`config.mk`:
```
export PLATFORM = sky130hd
export DESIGN_NAME = if_stage_fetch_flat
export DESIGN_NICKNAME = d
export VERILOG_FILES = /design/src/rtl/mips_pkg.sv /design/src/rtl/if_stage_fetch_if.sv /design/src/rtl/sat_counter.sv /design/src/rtl/if_stage_fetch.sv /design/src/flat_wrapper.sv
export SDC_FILE = /design/constraint.sdc
export NUM_CORES = 1
export LEC_CHECK = 0
export ABC_AREA = 1
export CAP_MARGIN = 20
export CORE_MARGIN = 5
export CORE_UTILIZATION = 45
export DETAILED_ROUTE_END_ITERATION = 8
export GPL_TIMING_DRIVEN = 0
export PLACE_DENSITY = 0.76
export REMOVE_ABC_BUFFERS = 1
export SLEW_MARGIN = 25
export SYNTH_ARGS = -nofsm -noshare
export SYNTH_HDL_FRONTEND = slang
export SYNTH_SLANG_ARGS = --single-unit
```
`constraint.sdc`:
```
create_clock -name clk -period 3.9 [get_ports clk]
set_input_delay 0.585 -clock clk [delete_from_list [all_inputs] [get_ports clk]]
set_output_delay 0.585 -clock clk [all_outputs]
set_load 0.02 [all_outputs]
```
`src/rtl/mips_pkg.sv`:
```
`default_nettype none
// ----------------------------------------------------------------
// mips_pkg : shared fetch-stage types and constants
// Rev 1.0
// ----------------------------------------------------------------
package mips_pkg;

  typedef enum logic [1:0] {
    ST_BOOT      = 2'd0,
    ST_RUN       = 2'd1,
    ST_HALT_PEND = 2'd2,
    ST_HALT      = 2'd3
  } fetch_state_e;

  localparam logic [31:0] NOP_INSTR      = 32'h0000_0000;
  localparam logic [31:0] HALT_INSTR_DEF = 32'hFFFF_FFFF;
  localparam int          PC_INC         = 4;

endpackage
`default_nettype wire

```
`src/rtl/if_stage_fetch_if.sv`:
```
`default_nettype none
// ----------------------------------------------------------------
// if_stage_fetch_if : hazard, redirect, imem and IF/ID signals of fetch
// Rev 1.0
// ----------------------------------------------------------------
interface if_stage_fetch_if #(
  parameter int PC_W  = 5,
  parameter int CNT_W = 16
);
  logic             stall_F;
  logic             stall_D;
  logic             flush_D;
  logic             pc_src_D;
  logic [PC_W-1:0]  pc_target_D;
  logic [PC_W-1:0]  imem_addr;
  logic [31:0]      imem_rdata;
  logic [31:0]      instr_D;
  logic [PC_W-1:0]  pc_plus4_D;
  logic             valid_D;
  logic             halted;
  logic [CNT_W-1:0] fetch_cnt;
  logic [CNT_W-1:0] stall_cnt;
  logic [CNT_W-1:0] flush_cnt;

  modport master (
    output stall_F, stall_D, flush_D, pc_src_D, pc_target_D, imem_rdata,
    input  imem_addr, instr_D, pc_plus4_D, valid_D, halted,
           fetch_cnt, stall_cnt, flush_cnt
  );

  modport slave (
    input  stall_F, stall_D, flush_D, pc_src_D, pc_target_D, imem_rdata,
    output imem_addr, instr_D, pc_plus4_D, valid_D, halted,
           fetch_cnt, stall_cnt, flush_cnt
  );
endinterface
`default_nettype wire

```
`src/rtl/sat_counter.sv`:
```
`default_nettype none
// ----------------------------------------------------------------
// sat_counter : up-counter that sticks at all-ones, sync active-low clear
// Rev 1.0
// ----------------------------------------------------------------
module sat_counter #(
  parameter int CNT_W = 16
) (
  input  logic             clk,
  input  logic             clr_n_i,
  input  logic             inc_i,
  output logic [CNT_W-1:0] cnt_o
);
  logic [CNT_W-1:0] cnt_q;

  always_ff @(posedge clk) begin
    if (!clr_n_i) begin
      cnt_q <= '0;
    end else if (inc_i && (cnt_q != '1)) begin
      cnt_q <= cnt_q + CNT_W'(1);
    end
  end

  assign cnt_o = cnt_q;
endmodule
`default_nettype wire

```
`src/rtl/if_stage_fetch.sv`:
```
`default_nettype none
// ----------------------------------------------------------------
// if_stage_fetch : MIPS IF stage - PC, IF/ID register, halt detect, counters
// Rev 1.0
// ----------------------------------------------------------------
module if_stage_fetch
  import mips_pkg::*;
#(
  parameter int          PC_W       = 5,
  parameter logic [31:0] RESET_PC   = 32'd0,
  parameter logic [31:0] HALT_INSTR = HALT_INSTR_DEF,
  parameter int          CNT_W      = 16
) (
  input  logic            clk,
  input  logic            reset,
  if_stage_fetch_if.slave bus
);
  fetch_state_e    state_q, state_d;
  logic [PC_W-1:0] pc_q, pc_d;
  logic [31:0]     instr_q, instr_d;
  logic [PC_W-1:0] pc_plus4_q, pc_plus4_d;
  logic            valid_q, valid_d;

  logic [PC_W-1:0]  w_pc_plus4;
  logic             w_run;
  logic             w_ifid_load;
  logic             w_halt_det;
  logic [CNT_W-1:0] w_fetch_cnt, w_stall_cnt, w_flush_cnt;

  assign w_pc_plus4  = pc_q + PC_W'(PC_INC);
  assign w_run       = (state_q == ST_RUN);
  assign w_ifid_load = !bus.flush_D && !bus.stall_D;
  assign w_halt_det  = w_run && w_ifid_load && (bus.imem_rdata == HALT_INSTR);

  always_comb begin
    state_d = state_q;
    pc_d    = pc_q;
    case (state_q)
      ST_BOOT: state_d = ST_RUN;
      ST_RUN: begin
        // A committed halt freezes PC even if decode also asks for a redirect
        if (w_halt_det)           state_d = ST_HALT_PEND;
        else if (bus.pc_src_D)    pc_d    = bus.pc_target_D;
        else if (!bus.stall_F)    pc_d    = w_pc_plus4;
      end
      ST_HALT_PEND: begin
        if (bus.flush_D) begin
          state_d = ST_RUN;
          if (bus.pc_src_D) pc_d = bus.pc_target_D;
        end else begin
          state_d = ST_HALT;
        end
      end
      ST_HALT: state_d = ST_HALT;
      default: state_d = ST_BOOT;
    endcase
  end

  always_comb begin
    instr_d    = instr_q;
    pc_plus4_d = pc_plus4_q;
    valid_d    = valid_q;
    if ((state_q == ST_HALT) || bus.flush_D) begin
      instr_d    = NOP_INSTR;
      pc_plus4_d = '0;
      valid_d    = 1'b0;
    end else if (!bus.stall_D) begin
      if (w_run) begin
        instr_d    = bus.imem_rdata;
        pc_plus4_d = w_pc_plus4;
        valid_d    = 1'b1;
      end else begin
        instr_d    = NOP_INSTR;
        pc_plus4_d = '0;
        valid_d    = 1'b0;
      end
    end
  end

  always_ff @(posedge clk) begin
    if (!reset) begin
      state_q    <= ST_BOOT;
      pc_q       <= PC_W'(RESET_PC);
      instr_q    <= NOP_INSTR;
      pc_plus4_q <= '0;
      valid_q    <= 1'b0;
    end else begin
      state_q    <= state_d;
      pc_q       <= pc_d;
      instr_q    <= instr_d;
      pc_plus4_q <= pc_plus4_d;
      valid_q    <= valid_d;
    end
  end

  sat_counter #(.CNT_W(CNT_W)) u_fetch_cnt (
    .clk(clk), .clr_n_i(reset), .inc_i(w_run && w_ifid_load), .cnt_o(w_fetch_cnt)
  );
  sat_counter #(.CNT_W(CNT_W)) u_stall_cnt (
    .clk(clk), .clr_n_i(reset), .inc_i(w_run && bus.stall_F), .cnt_o(w_stall_cnt)
  );
  sat_counter #(.CNT_W(CNT_W)) u_flush_cnt (
    .clk(clk), .clr_n_i(reset),
    .inc_i(bus.flush_D && (state_q != ST_BOOT) && (state_q != ST_HALT)),
    .cnt_o(w_flush_cnt)
  );

  assign bus.imem_addr  = pc_q;
  assign bus.instr_D    = instr_q;
  assign bus.pc_plus4_D = pc_plus4_q;
  assign bus.valid_D    = valid_q;
  assign bus.halted     = (state_q == ST_HALT);
  assign bus.fetch_cnt  = w_fetch_cnt;
  assign bus.stall_cnt  = w_stall_cnt;
  assign bus.flush_cnt  = w_flush_cnt;
endmodule
`default_nettype wire

```
`src/flat_wrapper.sv`:
```
// flat-port wrapper written by rule: the top's interface ports become plain ports
module if_stage_fetch_flat import mips_pkg::*;
#(
  parameter int          PC_W       = 5,
  parameter logic [31:0] RESET_PC   = 32'd0,
  parameter logic [31:0] HALT_INSTR = HALT_INSTR_DEF,
  parameter int          CNT_W      = 16
)
  (clk, reset, bus_stall_F, bus_stall_D, bus_flush_D, bus_pc_src_D, bus_pc_target_D, bus_imem_rdata, bus_imem_addr, bus_instr_D, bus_pc_plus4_D, bus_valid_D, bus_halted, bus_fetch_cnt, bus_stall_cnt, bus_flush_cnt);
  if_stage_fetch_if #(.PC_W(PC_W), .CNT_W(CNT_W)) bus_i ();
  input  logic clk;
  input  logic reset;
  input wire logic [$bits(bus_i.stall_F)-1:0] bus_stall_F;
  input wire logic [$bits(bus_i.stall_D)-1:0] bus_stall_D;
  input wire logic [$bits(bus_i.flush_D)-1:0] bus_flush_D;
  input wire logic [$bits(bus_i.pc_src_D)-1:0] bus_pc_src_D;
  input wire logic [$bits(bus_i.pc_target_D)-1:0] bus_pc_target_D;
  input wire logic [$bits(bus_i.imem_rdata)-1:0] bus_imem_rdata;
  output wire logic [$bits(bus_i.imem_addr)-1:0] bus_imem_addr;
  output wire logic [$bits(bus_i.instr_D)-1:0] bus_instr_D;
  output wire logic [$bits(bus_i.pc_plus4_D)-1:0] bus_pc_plus4_D;
  output wire logic [$bits(bus_i.valid_D)-1:0] bus_valid_D;
  output wire logic [$bits(bus_i.halted)-1:0] bus_halted;
  output wire logic [$bits(bus_i.fetch_cnt)-1:0] bus_fetch_cnt;
  output wire logic [$bits(bus_i.stall_cnt)-1:0] bus_stall_cnt;
  output wire logic [$bits(bus_i.flush_cnt)-1:0] bus_flush_cnt;
  assign bus_i.stall_F = bus_stall_F;
  assign bus_i.stall_D = bus_stall_D;
  assign bus_i.flush_D = bus_flush_D;
  assign bus_i.pc_src_D = bus_pc_src_D;
  assign bus_i.pc_target_D = bus_pc_target_D;
  assign bus_i.imem_rdata = bus_imem_rdata;
  assign bus_imem_addr = bus_i.imem_addr;
  assign bus_instr_D = bus_i.instr_D;
  assign bus_pc_plus4_D = bus_i.pc_plus4_D;
  assign bus_valid_D = bus_i.valid_D;
  assign bus_halted = bus_i.halted;
  assign bus_fetch_cnt = bus_i.fetch_cnt;
  assign bus_stall_cnt = bus_i.stall_cnt;
  assign bus_flush_cnt = bus_i.flush_cnt;
  if_stage_fetch #(.PC_W(PC_W), .RESET_PC(RESET_PC), .HALT_INSTR(HALT_INSTR), .CNT_W(CNT_W)) u_core (.clk(clk), .reset(reset), .bus(bus_i));
endmodule
```
==> summary.txt, run 1 <==
Status
  • Status: finished clean

Clock network
  • CTS H-tree depth: 3
  • Root Driver: clkbuf_8
  • Clk sinks: 93
  • # hold bufs at CTS: 0
  • Num CTS Buffers: 9
  • Skew-Pair Late Insertion Delay: 0.35 ns
  • Post-CTS Setup Inserts: 0
  • Max clock buf depth: 2
  • CTS tree: built
  • Clock transition at the registers of the reported paths: approximately 0.10 ns
  • # resized after CTS: 0

Worst hold path
  • Min-delay worst type: flop to flop
  • Hold Crit Start: u_core.bus.instr_D[13]$_SDFFE_PP0N_
  • WHS Path Cells: 2
  • Worst Hold Path EP: u_core.bus.instr_D[13]$_SDFFE_PP0N_

Worst setup path
  • Crit path capture type: flop
  • Critical Path RT: roughly 4.2 ns
  • Arrival time worst endpoint: between 2 and 3 ns
  • R2r setup slk: 1.28 ns
  • Crit Reg-Reg Startpoint: u_core.state_q[0]$_SDFFE_PN0P_
  • R2R depth: 9
  • Maximum fanout along the worst path: 37
  • Worst reg2reg endpoint: u_core.u_fetch_cnt.cnt_o[1]$_SDFFE_PN0P_
  • CP Class: input port to flop
  • CP Launch Type: input port

Drt
  • Avg Vias per Cell: 4.98
  • Post-route ant nets: 0
  • # DRC: 0
  • DRT iter0 DRCs: around 330
  • Vias: 4644
  • Routed wire length per instance: 13.4 um
  • DRT Pass-1 Iters: 5
  • Post-Route WL: 12.5 mm

Global route
  • Largest net degree at the start of global routing: 39
  • Total gr overflow: 0
  • First-pass GRT wire length: 19.8 mm
  • GRT Total Usage: 20.3%
  • Initial antenna violation count: 0
  • Vias in the first global route: around 4400

Synth
  • Post-synth top cells: nand2_1, dfxtp_1, a21oi_1
  • Post-synth ARST share: 0%
  • Most common cell in the synthesized netlist: nand2_1
  • Post-synth EDFFs: 0
  • Syn. warnings: 0
  • Synth unique cells: 32
  • Mean Syn Cell Area: 6.71 sq um
  • Ranking of synthesized cells by area: dfxtp_1, nand2_1, a21oi_1
  • Cell taking the most area after synthesis: dfxtp_1
  • Ys flop type: dfxtp_1
  • Seq/Total Area, Yosys: approximately 41%
  • Cells after Synth: 672
  • Top cell type's share of synthesized area: 41.3%
  • Post-Syn Area: 4510 sq um
  • #FFs+latches synth: 93

Placed design
  • IO buf count: 134
  • Pre-CTS setup slack: roughly 0.85 ns
  • Gp weighted congestion: 0.869
  • Hpwl dp: 9.17 mm

Floorplan
  • Chip height: 110 um
  • FP Rows: 36
  • Die Wd: 110 um
  • Total core area: 9770 sq um
  • Initial Utilization: roughly 46%
  • Number of I/O pins: 135
  • Die area: between 10000 and 15000 sq um

Timing
  • Final Slew Violations: 0
  • Setup-failing EPs final: 0
  • RSZ-0062 raised after global routing: no
  • Max_slew headroom: 42.2%
  • Final Cycle Share: 68.8%
  • Post-layout min period: 2.68 ns
  • Worst-margin pin slew: between 0.8 and 0.9 ns
  • Clock Skews: 0.00970 ns
  • Max Freq: 0.373 GHz
  • Fin. Hold Viols: 0
  • Final worst slack: 1.22 ns

Power and ir drop
  • Clock share of power: 35.2%
  • Seq pwr share: 52.6%
  • P_sw: 0.000484 W
  • Leakage: approximately 2.2 nW
  • VDD IR max: 189 uV
  • PD cells: 304 nW/um^2
  • Switching Fraction: 26.0%
  • Internal power: ~0.0014 W
  • Comb power frac: 12.2%

Cells and area
  • Area grow syn2layout: 35.9%
  • Layout cells sized above 1: under 10%
  • Multi-input gate area: 2350 sq um
  • Filler instances: 910
  • Register area: 1860 sq um
  • N_diodes: 0
  • Final core utilization: 62.7%
  • Nets: 842

Job
  • Max-cap check violation count: 0
-- stage by stage --
stage / area, sq um / total power [W] / std cells / TNS (ns) / hold slack [ns]
after global placement: 5900 / 0.00122 / 916 / -3.81 / 0.451
after detailed placement: 5920 / 0.00123 / 917 / 0 / 0.455
after global routing: 6130 / 0.00196 / 933 / 0 / 0.481
after floorplan: 4400 / 0.00111 / 649 / 0 / 0.521
final: 6130 / 0.00186 / 933 / 0 / 0.467
after CTS: 6130 / 0.00189 / 933 / 0 / 0.468
-- critical path: stages --
cell and delay, ns:
buf_2 0.17, buf_12 0.19, nor2_8 0.42, inv_2 0.12, nor2_4 0.16, inv_2 0.05
nor2_2 0.58, inv_1 0.38, nor2_1 0.19, nor2_1 0.07
-- worst max-delay path by stage --
| stage | from | to | slack (ns) | depth (start not counted) |
|---|---|---|---|---|
| after floorplan | bus_stall_D | u_core.u_fetch_cnt.cnt_o[10]$_SDFFE_PN0P_ | 1.81 | 8 |
| after global placement | bus_stall_D | u_core.u_fetch_cnt.cnt_o[10]$_SDFFE_PN0P_ | -0.35 | 9 |
| after detailed placement | bus_stall_D | u_core.u_fetch_cnt.cnt_o[14]$_SDFFE_PN0P_ | 0.85 | 10 |
| after CTS | bus_stall_D | u_core.u_fetch_cnt.cnt_o[14]$_SDFFE_PN0P_ | 1.24 | 10 |
| after global routing | bus_stall_D | u_core.u_fetch_cnt.cnt_o[10]$_SDFFE_PN0P_ | 0.98 | 10 |
| final | bus_stall_D | u_core.u_fetch_cnt.cnt_o[1]$_SDFFE_PN0P_ | 1.22 | 10 |
-- state kept, by name, summed over array words and instances, names as in the netlist --
signal,cells
u_core.bus.instr_D,32
u_core.bus.pc_plus4_D,5
u_core.bus.imem_addr,5
u_core.u_flush_cnt.cnt_o,16
u_core.state_q,2
u_core.bus.valid_D,1
u_core.u_stall_cnt.cnt_o,16
u_core.u_fetch_cnt.cnt_o,16
-- cell type report --
type | instances | share of cell area [%]
clock buffers | 11 | 2.31
clock inverters | 5 | 0.980
inverters | 50 | 3.08
multi-input cells | 506 | 38.4
flip-flops and latches | 93 | 30.4
well taps | 133 | 2.72
repair buffers | 135 | 22.1
-- cell usage in the layout (no fill, tap or decap), drive strengths merged, types with 6 or more instances in the layout --
cell type        n
nand2          248
clkdlybuf4s50  133
dfxtp           93
a21oi           80
nor2            73
inv             49
nand3           27
xor2            22
nor3            16
nand4           12
clkbuf          11
o21ai           10
xnor2            6
-- kinds of logic after synthesis --
logic type	after synthesis	synth area share, %
fa+ha+maj	4	1.11
compound gates	94	10.7
flops	93	41.3
simple gates	380	34.8
buf+inv	73	6.66
xor+xnor	28	5.44
-- power groups by stage --
stage          Combinational [W]  Clock, W  Sequential (W)
2_1_floorplan          0.0000863         0         0.00102
3_5_place_dp            0.000228         0         0.00100
6_report                0.000228  0.000656        0.000981
3_3_place_gp            0.000222         0         0.00100
5_1_grt                 0.000252  0.000721        0.000984
4_1_cts                 0.000230  0.000675        0.000981
-- routing by layer --
metal  part of all wire, %  global-route usage, %  vias up  routed length (um)
met5                     0                      0        -                   0
met4                   1.4                   6.33        0                 172
met3                   8.6                   5.30       14                1080
met2                    47                   35.0      144                5890
met1                    43                   24.7     2103                5370
li1                      -                      -     2383                   -
Power figures use the tool's default switching activity.
==> run 2: changes to the inputs <==
==> constraint.sdc (replaced) <==
create_clock -name clk -period 2.7 [get_ports clk]
set_input_delay 0.405 -clock clk [delete_from_list [all_inputs] [get_ports clk]]
set_output_delay 0.405 -clock clk [all_outputs]
set_load 0.02 [all_outputs]
==> summary.txt, run 2 (synthesis gave the netlist of run 1 again) <==
Status
  • Status: finished clean

Cells and area
  • Largest register FFs: 32
  • Layout Cells excl Fill: 933
  • Nets: 842
  • Final core utilization: between 60% and 70%
  • N_diodes: 0
  • Commonest non-fill, non-tap cells in the layout: nand2_1, clkdlybuf4s50_1, dfxtp_1, a21oi_1, nor2_1
  • Most common cell after layout, fill and taps aside: nand2_1
  • Area grow syn2layout: 36.0%
  • Layout cells sized above 1: approximately 3.8%

Floorplan
  • Initial Utilization: a little under half
  • Total core area: a little under 10000 sq um
  • Number of I/O pins: 135
  • Chip height: approximately 110 um
  • Die Wd: 110 um
  • FP Rows: 36
  • Die area: ~12000 sq um

Timing
  • Fin. Hold Viols: 0
  • Worst-margin pin slew: 0.892 ns
  • Final Cycle Share: around 88%
  • RSZ-0062 raised after global routing: no
  • Worst Hold Margin: 0.391 ns
  • Max Freq: 0.421 GHz
  • Max_slew headroom: 40.4%
  • Setup-failing EPs final: 0
  • Post-layout min period: 2.37 ns
  • Clock Skews: 0.0112 ns
  • Final Slew Violations: 0

Clock network
  • Clk sinks: 93
  • Num CTS Buffers: 9
  • Skew-Pair Late Insertion Delay: 0.35 ns
  • Max clock buf depth: 2
  • CTS H-tree depth: 3
  • Root Driver: clkbuf_8
  • CTS tree: built
  • Post-CTS Setup Inserts: 0
  • # hold bufs at CTS: 0
  • Clock transition at the registers of the reported paths: 0.10 ns

Drt
  • DRT iter0 DRCs: 299
  • Routed wire length per instance: 13.4 um
  • Post-Route WL: 12.5 mm
  • Avg Vias per Cell: 4.98
  • Vias: approximately 4700
  • # DRC: 0
  • DRT Pass-1 Iters: 5
  • Post-route ant nets: 0

Worst setup path
  • Maximum fanout along the worst path: 38
  • CP Launch Type: input port
  • Worst reg2reg endpoint: u_core.u_fetch_cnt.cnt_o[9]$_SDFFE_PN0P_
  • Crit Reg-Reg Startpoint: u_core.state_q[0]$_SDFFE_PN0P_
  • R2R depth: 9
  • CP Class: input port to flop
  • R2r setup slk: roughly 0.40 ns
  • Arrival time worst endpoint: around 2.6 ns
  • Crit path capture type: flop
  • Critical Path RT: slightly below 3 ns

Placed design
  • Gp weighted congestion: between 0.8 and 0.9
  • Dpl cells: 917
  • Hpwl dp: 9.17 mm
  • IO buf count: 134

Global route
  • Largest net degree at the start of global routing: 39
  • Vias in the first global route: 4360
  • Initial antenna violation count: 0
  • Total gr overflow: 0
  • GRT Total Usage: 20.3%
  • First-pass GRT wire length: 19.8 mm

Worst hold path
  • WHS Path Cells: 3
  • Worst Hold Path EP: u_core.bus.instr_D[20]$_SDFFE_PP0N_
  • Hold Crit Start: bus_stall_D
  • Min-delay worst type: input port to flop

Job
  • Max-cap check violation count: 0

Power and ir drop
  • PD cells: 440 nW/um^2
  • VDD IR max: 274 uV
  • Leakage: 2.20 nW
[run 2: cell counts in the layout (fill, tap and decap cells not counted)]
No cell type changed its count.
[run 2: where the power goes]
part           internal [W]  switching, W
Combinational      0.000143      0.000187
Clock              0.000456      0.000492
Sequential          0.00140     0.0000214
[run 2: final cells by class]
type                       instances  area [sq um]
fill                             911          3640
multi-input combinational        506          2360
sequential                        93          1860
timing repair buffer             135          1360
inverter                          50           189
tap                              133           166
clock buffer                      11           141
clock inverter                     5          60.1
[run 2: worst max-delay path by stage]
stage / startpoint / endpoint / slack [ns]
final: reset / u_core.bus.valid_D$_SDFFE_PP0N_ / 0.33
after global routing: reset / u_core.bus.valid_D$_SDFFE_PP0N_ / 0.11
after CTS: u_core.state_q[0]$_SDFFE_PN0P_ / u_core.u_fetch_cnt.cnt_o[14]$_SDFFE_PN0P_ / 0.09
after detailed placement: bus_stall_D / u_core.u_fetch_cnt.cnt_o[14]$_SDFFE_PN0P_ / -0.17
after global placement: bus_stall_D / u_core.u_fetch_cnt.cnt_o[10]$_SDFFE_PN0P_ / -1.37
after floorplan: u_core.state_q[0]$_SDFFE_PN0P_ / u_core.u_fetch_cnt.cnt_o[10]$_SDFFE_PN0P_ / 0.71
[run 2: metrics by stage]
step | total power, W | cell area, sq um | setup TNS, ns | setup WS (ns)
6_report | 0.00270 | 6130 | 0 | 0.327
5_1_grt | 0.00283 | 6130 | 0 | 0.113
4_1_cts | 0.00272 | 6130 | 0 | 0.0935
3_5_place_dp | 0.00178 | 5920 | -2.09 | -0.173
3_3_place_gp | 0.00177 | 5900 | -53.82 | -1.37
2_1_floorplan | 0.00160 | 4400 | 0 | 0.706
[run 2: what timing repair did]
item                                    in CTS  in global routing
endpoints found under the setup margin       0                 11
hold endpoints to repair                     0                  0
gates resized for setup                      0                  1
[run 2: layer usage]
| layer | global-route usage (%) | up-vias | wire (um) |
|---|---|---|---|
| li1 | - | 2386 | - |
| met1 | 24.7 | 2115 | 5440 |
| met2 | 35.0 | 136 | 5870 |
| met3 | 5.30 | 14 | 1030 |
| met4 | 6.33 | 0 | 166 |
| met5 | 0 | - | 0 |
[run 2: worst max-delay path, cell delays in order]
cell and delay, ns:
clkdlybuf4s50_1 1.05, nand3_2 0.76, a21oi_1 0.39
